--- config.mk ---
export PLATFORM = sky130hd
export DESIGN_NAME = muldiv_unit
export DESIGN_NICKNAME = d
export VERILOG_FILES = /design/src/rtl/muldiv_unit.sv
export SDC_FILE = /design/constraint.sdc
export NUM_CORES = 1
export LEC_CHECK = 0
export CORE_MARGIN = 1
export CORE_UTILIZATION = 50
export DETAILED_ROUTE_END_ITERATION = 8
export GPL_TIMING_DRIVEN = 0
export PLACE_DENSITY = 0.73
export SKIP_CTS_REPAIR_TIMING = 1
export SLEW_MARGIN = 20
export SYNTH_ARGS = -nofsm -noshare
export SYNTH_HDL_FRONTEND = slang
export SYNTH_SLANG_ARGS = --single-unit
--- constraint.sdc ---
create_clock -name clk -period 22.3 [get_ports clk]
set_clock_uncertainty 0.15 [all_clocks]
set_input_delay 4.46 -clock clk [delete_from_list [all_inputs] [get_ports clk]]
set_output_delay 4.46 -clock clk [all_outputs]
set_load 0.05 [all_outputs]
--- src/rtl/muldiv_unit.sv ---
// Iterative shift-add multiplier / restoring divider owning the HI/LO registers.
// Optional MULDIV_FAST_ZERO_EN: zero-operand multiplies and divide-by-zero skip the iteration phase.
//
// state  | meaning
// IDLE   | waiting for start; mthi/mtlo writes accepted here
// CALC   | one multiply/divide iteration per clock, WIDTH iterations
// FIX    | sign correction, HI/LO write, done pulse
module muldiv_unit #(
   parameter int WIDTH = 32,
   parameter int CNT_W = 6
) (
   input  logic             clk,
   input  logic             rst,
   input  logic             start,
   input  logic [1:0]       op,
   input  logic [WIDTH-1:0] a,
   input  logic [WIDTH-1:0] b,
   input  logic             cancel,
   input  logic             hi_we,
   input  logic             lo_we,
   input  logic [WIDTH-1:0] wdata,
   output logic             busy,
   output logic             stall,
   output logic             done,
   output logic [WIDTH-1:0] hi,
   output logic [WIDTH-1:0] lo
);

   localparam logic [1:0] S_IDLE = 2'd0;
   localparam logic [1:0] S_CALC = 2'd1;
   localparam logic [1:0] S_FIX  = 2'd2;

   logic [1:0]         state;
   logic               is_div, neg_lo, neg_hi, div0, done_q;
   logic [WIDTH-1:0]   a_raw, opnd, hi_q, lo_q;
   logic [2*WIDTH-1:0] acc;
   logic [CNT_W-1:0]   cnt;

   logic               a_neg, b_neg, fast_zero;
   logic [WIDTH-1:0]   abs_a, abs_b;
   logic [WIDTH:0]     sum, rem_sh;
   logic [WIDTH+1:0]   diff;
   logic [2*WIDTH-1:0] mul_nxt, div_nxt, prod_fix;
   logic [WIDTH-1:0]   fix_hi, fix_lo;

   assign a_neg = ~op[0] & a[WIDTH-1];
   assign b_neg = ~op[0] & b[WIDTH-1];
   assign abs_a = a_neg ? -a : a;
   assign abs_b = b_neg ? -b : b;

`ifdef MULDIV_FAST_ZERO_EN
   assign fast_zero = op[1] ? (b == '0) : ((a == '0) || (b == '0));
`else
   assign fast_zero = 1'b0;
`endif

   // Multiply: acc = {partial product, remaining multiplier bits}; carry shifts back in.
   assign sum     = {1'b0, acc[2*WIDTH-1:WIDTH]} + ({1'b0, opnd} & {(WIDTH+1){acc[0]}});
   assign mul_nxt = {sum, acc[WIDTH-1:1]};

   // Divide: acc = {remainder, quotient}; shifted remainder needs one extra bit.
   assign rem_sh  = {acc[2*WIDTH-1:WIDTH], acc[WIDTH-1]};
   assign diff    = {1'b0, rem_sh} - {2'b00, opnd};
   assign div_nxt = diff[WIDTH+1] ? {rem_sh[WIDTH-1:0], acc[WIDTH-2:0], 1'b0}
                                  : {diff[WIDTH-1:0],   acc[WIDTH-2:0], 1'b1};

   always_comb begin
      prod_fix = neg_lo ? -acc : acc;
      fix_hi   = prod_fix[2*WIDTH-1:WIDTH];
      fix_lo   = prod_fix[WIDTH-1:0];
      if (div0) begin
         fix_hi = a_raw;
         fix_lo = '1;
      end else if (is_div) begin
         fix_lo = neg_lo ? -acc[WIDTH-1:0] : acc[WIDTH-1:0];
         fix_hi = neg_hi ? -acc[2*WIDTH-1:WIDTH] : acc[2*WIDTH-1:WIDTH];
      end
   end

   always_ff @(posedge clk or posedge rst) begin
      if (rst) begin
         state  <= S_IDLE;
         is_div <= 1'b0;
         neg_lo <= 1'b0;
         neg_hi <= 1'b0;
         div0   <= 1'b0;
         done_q <= 1'b0;
         a_raw  <= '0;
         opnd   <= '0;
         acc    <= '0;
         cnt    <= '0;
         hi_q   <= '0;
         lo_q   <= '0;
      end else begin
         done_q <= 1'b0;
         case (state)
            S_IDLE: begin
               if (!start) begin
                  if (hi_we) hi_q <= wdata;
                  if (lo_we) lo_q <= wdata;
               end else if (!cancel) begin
                  is_div <= op[1];
                  a_raw  <= a;
                  div0   <= op[1] & (b == '0);
                  neg_lo <= a_neg ^ b_neg;
                  cnt    <= '0;
                  if (op[1]) begin
                     neg_hi <= a_neg;
                     opnd   <= abs_b;
                     acc    <= {{WIDTH{1'b0}}, abs_a};
                  end else begin
                     neg_hi <= 1'b0;
                     opnd   <= abs_a;
                     acc    <= fast_zero ? '0 : {{WIDTH{1'b0}}, abs_b};
                  end
                  state <= fast_zero ? S_FIX : S_CALC;
               end
            end
            S_CALC: begin
               if (cancel) begin
                  state <= S_IDLE;
               end else begin
                  acc <= is_div ? div_nxt : mul_nxt;
                  cnt <= cnt + 1'b1;
                  if (cnt == CNT_W'(WIDTH-1)) state <= S_FIX;
               end
            end
            S_FIX: begin
               state <= S_IDLE;
               if (!cancel) begin
                  hi_q   <= fix_hi;
                  lo_q   <= fix_lo;
                  done_q <= 1'b1;
               end
            end
            default: state <= S_IDLE;
         endcase
      end
   end

   assign busy  = (state != S_IDLE);
   assign stall = busy | (start & (state == S_IDLE));
   assign done  = done_q;
   assign hi    = hi_q;
   assign lo    = lo_q;

endmodule
==> results, run 1 <==
- For this run, asynchronously set or reset flops after synthesis account for 1.000.
- After clock tree synthesis, the clock-pin slew on the worst setup and hold paths is 0.06 ns.
- The delay of the slowest critical-path stage is 0.70 ns.
- In the global route stage, overall resource usage came out at 0.3920.
- The clock latency reported for the late side of the worst-skew pair is 0.56 ns.
- TritonCTS built the clock tree.
- The final non-filler cell area is 0.01916 sq mm.
- The worst endpoint required time is 17.69 ns.
- The core box area is 0.03156 sq mm.
- The detailed-router iteration count before antenna repair is 6.
- The met3 track demand over resource is 0.06208.
- The number of antenna diodes in the final layout is 0.
- The final count of hold timing violations is 0.
- At the end of the flow, the number of nets in the layout was 2452.
- The clock buffer count from CTS is 25.
- The number of placed instances, taps included is 2652.
- The routed length per instance is 23.94 microns.
- The count of flip-flops with a built-in enable after synthesis is 0.
- By instance count, the cell type seen most on the critical path is clkdlybuf4s50_1.
- The cell count after synthesis is 2078.
- In this run the count of I/O pins placed on the die edge is 171.
- Summed over all nets, the half-perimeter wirelength after detailed placement is 51.26 mm.
- After the first detailed-routing iteration, the DRC count stood at 1969.
- The effective utilization at floorplan is 0.5095.
- The routed layout has 17000 vias.
- Static timing analysis puts the maximum clock frequency at 93.94 MHz.
- The reg-to-reg critical path startpoint is acc[0].
- In the routed design, unresolved DRC markers number 0.
- For the final routed database, the setup TNS stands at 0 ns.
- The worst setup path is launched from an input port.
- The number of cells traversed by the worst hold path is 2.
- For the finished layout, the period the worst path requires is 10.64 ns.
- The maximum number of pins on one net before global-route repair is 109.
- The total cell area at the placement stage is 0.01835 sq mm.
- The met1 global-route usage is 0.5753.
- The worst hold-check path type is reg -> reg.
- The design draws 2.339 mW.
- Using the TritonRoute via totals, the vias-per-cell ratio works out to 6.302.
- The end of the worst hold path is a_raw[24].
- The capture instance of the worst register-to-register path is acc[60].
- By area the synthesized netlist is led by dfrtp_1 (32%), o21ai_0 (7.1%), nand2_1 (7.0%).
- The minimum setup slack among reg-to-reg paths is 16.96 ns.
- In this run the horizontal extent of the chip is 181.3 microns.
- The kind of critical path is in -> out.
- The die covers 0.03288 sq mm.
- The average instance area after synthesis is 7.737 sq um.
- The cell type with the highest aggregate area in the netlist is dfrtp_1.
- The number of max-slew violations in the final report was 0.
- Of the post-synthesis cell area, the dominant cell type holds 0.3191.
- When the netlist entered floorplanning its net count stood at 2253.
- Counting buffers and inverters, the worst setup path is 3 cells deep.
- The library cell contributing the largest single delay on the critical path is clkdlybuf4s50_1.
- Among all flip-flop cells after synthesis, the most frequent one is dfrtp_1.
- During synthesis, Yosys emitted a total of 0 warnings.
- The floorplan die height is 181.3 microns.
- The signal on the critical path passes through clkdlybuf4s50_1, or3_1, clkdlybuf4s50_1.
- The peak-usage layer in the global routing report is met1.
- Across the VDD grid, the largest voltage drop is 0.06469 mV.
- The number of standard-cell rows in the floorplan is 65.
- The clock sink total is 205.
- Of the cells placed in the final design, the portion with a size suffix greater than 1 is 0.03355.
- Measured against its own limit, the worst slew margin works out to 0.3860.
- The via count of the first global-routing pass is 15900.
- The clock passes through at most 3 buffers.
- Max-cap violations in this run came to 0.
- The synthesized flop and latch total is 205.
- The layout overhead on the synthesized area is 19.15%.
- The power density of the placed cells is 122.1 mW/mm^2.
- For this run, global-route usage on met2 was measured as 0.5711.
- Yosys mapped the design onto 74 distinct sky130hd cell types.
- The analysis attributes to cell leakage a power of 8.181 nW.
- The sum of routed wire length over all layers is 64.58 mm.
- The first-pass GRT wire length is 97.93 mm.
- The number of buffers inserted by port buffering is 170.
- The flow ran to the end, and the final reports show no timing, DRC or antenna violations.
- For the pin with the worst max-slew slack, the measured transition is 0.9209 ns.
- The final count of negative-setup-slack endpoints is 0.
- The final worst-path cycle share is 0.4773.
- The part of the Yosys area used for sequential elements is 0.3191.
- The congestion estimate from routability-driven global placement came to 1.007.
- The length in cells of the worst reg-to-reg path is 14.
- The worst hold path begins at a_raw[24].
- The highest net fanout along the worst path is 6.
- The data arrival time at the worst-slack endpoint is 6.03 ns.
- Together, buffers and inverters on the worst path number 2.
- Clock tree synthesis selected as its root buffer the cell clkbuf_16.
- The detail route stage leaves a number of antenna-violating nets equal to 0.
- The cell area that synthesis handed to floorplanning was 0.01608 sq mm.
- The number of antenna violations at the first check in global routing is 0.
- The gate family responsible for the most delay along the worst path is buffers and inverters.
- Setup repair after global routing left no endpoint under its margin.
- CTS built an H-tree with a depth of 1.
- The worst setup path is captured at a primary output.
- For this run the aggregate overflow at the end of global routing stands at 0.
- The post-layout instance count excluding filler cells is 2697.
-- where the power goes --
group	internal, mW	leakage, nW	switching, mW
Combinational	0.491	5.23	0.841
Clock	0.233	0.378	0.174
Sequential	0.460	2.57	0.139
Total	1.18	8.18	1.15
-- cells in the final DEF, fill, tap and decap left out, types with 6 or more instances in the layout --
cell type	netlist	final
nand2_1	301	301
o21ai_0	228	228
nor2_1	207	207
dfrtp_1	205	205
a21oi_1	189	189
clkdlybuf4s50_1	0	170
clkbuf_1	116	123
xnor2_1	106	106
xor2_1	70	70
ha_1	69	69
inv_1	63	62
mux2i_1	47	47
o22ai_1	38	38
o31ai_1	32	32
nor3_1	32	32
o211ai_1	26	26
a21o_1	25	25
clkbuf_16	0	25
nand2b_1	21	21
nand3_1	21	21
or3_1	20	20
a22oi_1	20	20
a211oi_1	19	19
nor2b_1	18	18
a31oi_1	18	18
and3_1	14	14
o21a_1	12	12
nor4_1	9	9
o41ai_1	10	9
or4_1	9	9
nand4_1	9	9
o21bai_1	9	9
or2_2	8	8
o221ai_1	8	8
buf_1	7	7
and2_1	7	7
nor3b_1	6	6
buf_2	6	6
-- flip-flops by register name, summed over array words and instances (netlist names) --
register  cells
state         2
neg_lo        1
cnt           6
neg_hi        1
is_div        1
hi           32
opnd         32
a_raw        32
done          1
lo           32
acc          64
div0          1
-- cell usage after synthesis, drive strengths merged (33+ instances only) --
library cell  instances
nand2               301
inv                  63
nor2                207
ha                   69
xor2                 70
mux2i                47
a21oi               190
nor3                 33
o21ai               231
xnor2               106
clkbuf              116
o22ai                38
dfrtp               205
-- worst max path at each step --
stage / startpoint / endpoint / slack (ns)
CTS: start / stall / 11.66
global placement: rst / acc[21] / 9.22
floorplan: rst / a_raw[0] / 12.09
global route: start / stall / 11.64
finish: start / stall / 11.66
detailed placement: start / stall / 11.67
-- tightest hold or removal path: stages, from the launching register on --
cell	delay, ns
dfrtp_1	0.34
nand2_1	0.05
nand2_1	0.05
-- stage by stage --
| stage | worst slack, ns | hold slack [ns] | util |
|---|---|---|---|
| 3_5_place_dp | 11.67 | 0.3122 | 0.5816 |
| 5_1_grt | 11.64 | 0.3432 | 0.6071 |
| 3_3_place_gp | 9.225 | 0.3135 | 0.5793 |
| 6_report | 11.66 | 0.3282 | 0.6071 |
| 4_1_cts | 11.66 | 0.3257 | 0.6071 |
| 2_1_floorplan | 12.09 | 0.2869 | - |
-- layout make-up --
| cell class | count | area [sq um] |
|---|---|---|
| sequential | 205 | 5130 |
| tap | 402 | 503.0 |
| fill | 3004 | 12400 |
| inverter | 64 | 247.7 |
| clock inverter | 9 | 97.59 |
| multi-input combinational | 1678 | 10200 |
| timing repair buffer | 172 | 1757 |
| buffer | 131 | 514.2 |
| clock buffer | 36 | 706.9 |
-- kinds of logic (layout without fill, tap and decap cells) --
logic type / Yosys count / after routing / synth area share
simple gates: 707 / 707 / 0.1999
compound gates: 675 / 675 / 0.2513
fa+ha+maj: 71 / 71 / 0.05619
flops: 205 / 205 / 0.3191
buf+inv: 195 / 412 / 0.04693
xor+xnor: 176 / 176 / 0.09588
mux: 49 / 49 / 0.03066
-- layer usage --
layer / part of all wire / up-vias
li1: - / 7753
met1: 0.44 / 8163
met2: 0.42 / 933
met3: 0.096 / 147
met4: 0.044 / 0
met5: 0 / -
(Power assumes the default switching activity.)
==> run 2: changes to the inputs <==
- clock period: 22.3 -> 11.08 ns (I/O delays scaled with it)
==> results of run 2 <==
The final DEF is identical to that of run 1. Status: finished, final reports clean.
Among the figures that moved: setup slack after placement 11.67 ns -> 4.934 ns; setup slack after layout 11.66 ns -> 4.923 ns; register-to-register setup slack 16.96 ns -> 5.74 ns; total power 2.339 mW -> 4.708 mW; worst IR drop on VDD 0.06469 mV -> 0.1302 mV
==> run 3: changes to the inputs <==
- clock period: 11.08 -> 6.16 ns (I/O delays scaled with it)
==> run 3 against run 2 <==
Worst hold slack lost 0.0040 ns. Core utilization is 0.38 points higher. Cell area rose by 0.63%. Sequential power increased by 79%. Critical path depth rose by 11. Non-clock buffer count up 5. First-iteration DRC count up 5.3%. Power rose by 79%. Critical path type is now reg -> reg.
==> results, run 3 (same netlist as run 1, synthesis figures left out) <==
- The register with the most flip-flops in the layout has 64 of them.
- The number of buffers inserted by port buffering is 170.
- The clock latency reported for the late side of the worst-skew pair is 0.54 ns.
- The nature of the critical path endpoint is a flop.
- Clock tree synthesis inserted a total of 24 buffers.
- TritonCTS built the clock tree.
- The clock passes through at most 3 buffers.
- For this design the static power due to leakage is 8.255 nW.
- The routed length per instance is 22.82 microns.
- In this run the standard cell core region covers 0.03156 sq mm.
- The number of antenna violations at the first check in global routing is 2.
- The floorplan die area is 0.03288 sq mm.
- The fill cell total of the finished layout is 2847.
- The post-detailed-route DRC marker count is 0.
- The overall track demand over capacity in global routing is 0.3713.
- The count of cells in the finished layout, fillers not included, comes to 2701.
- The run finished with clean final reports.
- For this block, the via count after detailed routing is 17090.
- Among all stages on the critical path, the largest delay is contributed by a41oi_1.
- Setup slack on the critical path of the routed design comes to 1.107 ns.
- The layout overhead on the synthesized area is 19.91%.
- The worst slack at placement is 1.212 ns.
- The number of max-slew violations in the final report is 0.
- In the final layout, the share of cells above drive strength 1 is 0.03610.
- The weighted congestion reported at the end of routability-driven placement is 1.038.
- The power density of the placed cells is 437.2 mW/mm^2.
- Setup violations remaining at the end of the flow were counted as 0.
- The time the final worst path needs with I/O delays and setup is 5.053 ns.
- The detail route stage leaves a number of antenna-violating nets equal to 0.
- In the layout the commonest cells are nand2_1 (301), o21ai_0 (228), nor2_1 (207).
- The aggregate negative setup slack is 0 ns.
- Among the stages of the critical path, the cell type that occurs most often is o21ai_0.
- Headroom to the max-slew limit came out at 0.4567.
- Entering global routing, the biggest net connects 35 pins.
- The floorplan step set the die height to 181.3 microns.
- Clock tree synthesis found a total of 205 sinks.
- The top register by number of flip-flops is acc.
- The final core utilization is 0.6109.
- Setup repair after global routing left no endpoint under its margin.
- For the pin with the worst max-slew slack, the measured transition is 0.8150 ns.
- The floorplan step set the die width to 181.3 microns.
- The sum of routed wire length over all layers is 61.63 mm.
- During I/O placement, the number of pins put on the boundary was 171.
- Summed over all layers, the global routing overflow is 0.
- STA classifies the critical path startpoint as a flop.
- The first-pass GRT wire length is 93.45 mm.
- The max capacitance violation total is 0.
- The antenna diode count is 0.
- The critical path is of the reg -> reg type.
- The via count of the first global-routing pass is 15850.
- Hold timing on the final database bottoms out at a slack of 0.3242 ns.
- The number of placed instances, taps included is 2657.
- The cell at the root of the clock tree is clkbuf_16.
- The highest net fanout along the worst path is 10.
- The data arrival time at the worst-slack endpoint is 5.35 ns.
- After legalization and detailed placement, the total HPWL measured 49.38 mm.
- The initial DRC count is 2073.
- The tightest min-delay check is of the reg -> reg type.
- The signal on the critical path passes through inv_1, buf_1, nor2_1, ha_1, a21oi_1, o211ai_1, a31oi_1, o21ai_0, a41oi_1, o21ai_0, a31oi_1, xnor2_1, o21ai_0, o32ai_1.
- The maximum clock frequency is 197.9 MHz.
- The worst endpoint required time is 6.45 ns.
- The initialized floorplan defines 65 standard-cell rows.
- The largest single stage delay on the critical path is 0.64 ns.
- The clock slew at the register clock pins of the worst setup and hold paths is 0.07 ns.
- The most common library cell in the layout ignoring fill and taps is nand2_1.
- The detailed-router iteration count before antenna repair is 8.
- The effective utilization at floorplan is 0.5095.
- The worst-case IR drop observed on VDD is 0.2495 mV.
- The via-per-instance ratio is 6.327.
- The final count of hold timing violations is 0.
- The number of nets in the finished design is 2456.
- In the finished design, the share of the clock period the worst path needs comes to 0.8203.
- The number of H-tree branching levels is 1.
==> run 3: changes by cell type in the layout (fill, tap and decap cells not counted), moves of 2 or more <==
cell | before | now
clkbuf_8 | 4 | 6
bufinv_16 | 1 | 3
clkinv_2 | 2 | 4
buf_12 | 0 | 6
clkinvlp_4 | 5 | 1
clkbuf_1 | 123 | 121
==> run 3: power breakdown <==
group | switching, mW | internal [mW]
registers | 0.496 | 1.67
clock network | 0.615 | 0.917
logic | 2.95 | 1.78
total | 4.07 | 4.36
==> run 3: cell type report <==
class	count	area, sq um	share of cell area
multi-input cells	1678	10200	0.5291
clock buffers	35	701.9	0.03641
well taps	402	503.0	0.02609
clock inverters	9	135.1	0.007010
plain buffers	131	514.2	0.02668
flip-flops and latches	205	5130	0.2661
repair buffers	177	1849	0.09593
inverters	64	244.0	0.01266
==> run 3: routing by layer <==
layer	wire length (microns)	global-route usage	up-vias
li1	-	-	7765
met1	26140	0.5232	8149
met2	26120	0.5560	992
met3	6127	0.06148	182
met4	3239	0.1712	2
met5	12	0	-
==> run 3: worst paths after layout <==
kind / start / endpoint / slack, ns / cells after the start
max: acc[0] / acc[60] / 1.11 / 14
min: a_raw[6] / a_raw[6] / 0.32 / 2
max reg2reg: acc[0] / acc[60] / 1.11 / 14
min reg2reg: a_raw[6] / a_raw[6] / 0.32 / 2
max in group asynchronous: rst / acc[14] / 3.60 / 7
min in group asynchronous: rst / acc[49] / 0.88 / 2
==> run 3: per-stage QoR <==
step,power (mW),area [sq um]
after CTS,8.281,19270
after global placement,6.653,18290
after detailed placement,6.747,18430
after floorplan,5.317,16080
final,8.429,19280
after global routing,8.885,19280
==> run 3: critical path, delay by kind of cell, from the launching register on <==
| kind | cells | cell delay [ns] |
|---|---|---|
| xor+xnor | 1 | 0.15 |
| flops | 1 | 0.49 |
| fa+ha+maj | 1 | 0.36 |
| simple gates | 1 | 0.10 |
| buf+inv | 2 | 0.84 |
| compound gates | 9 | 2.87 |
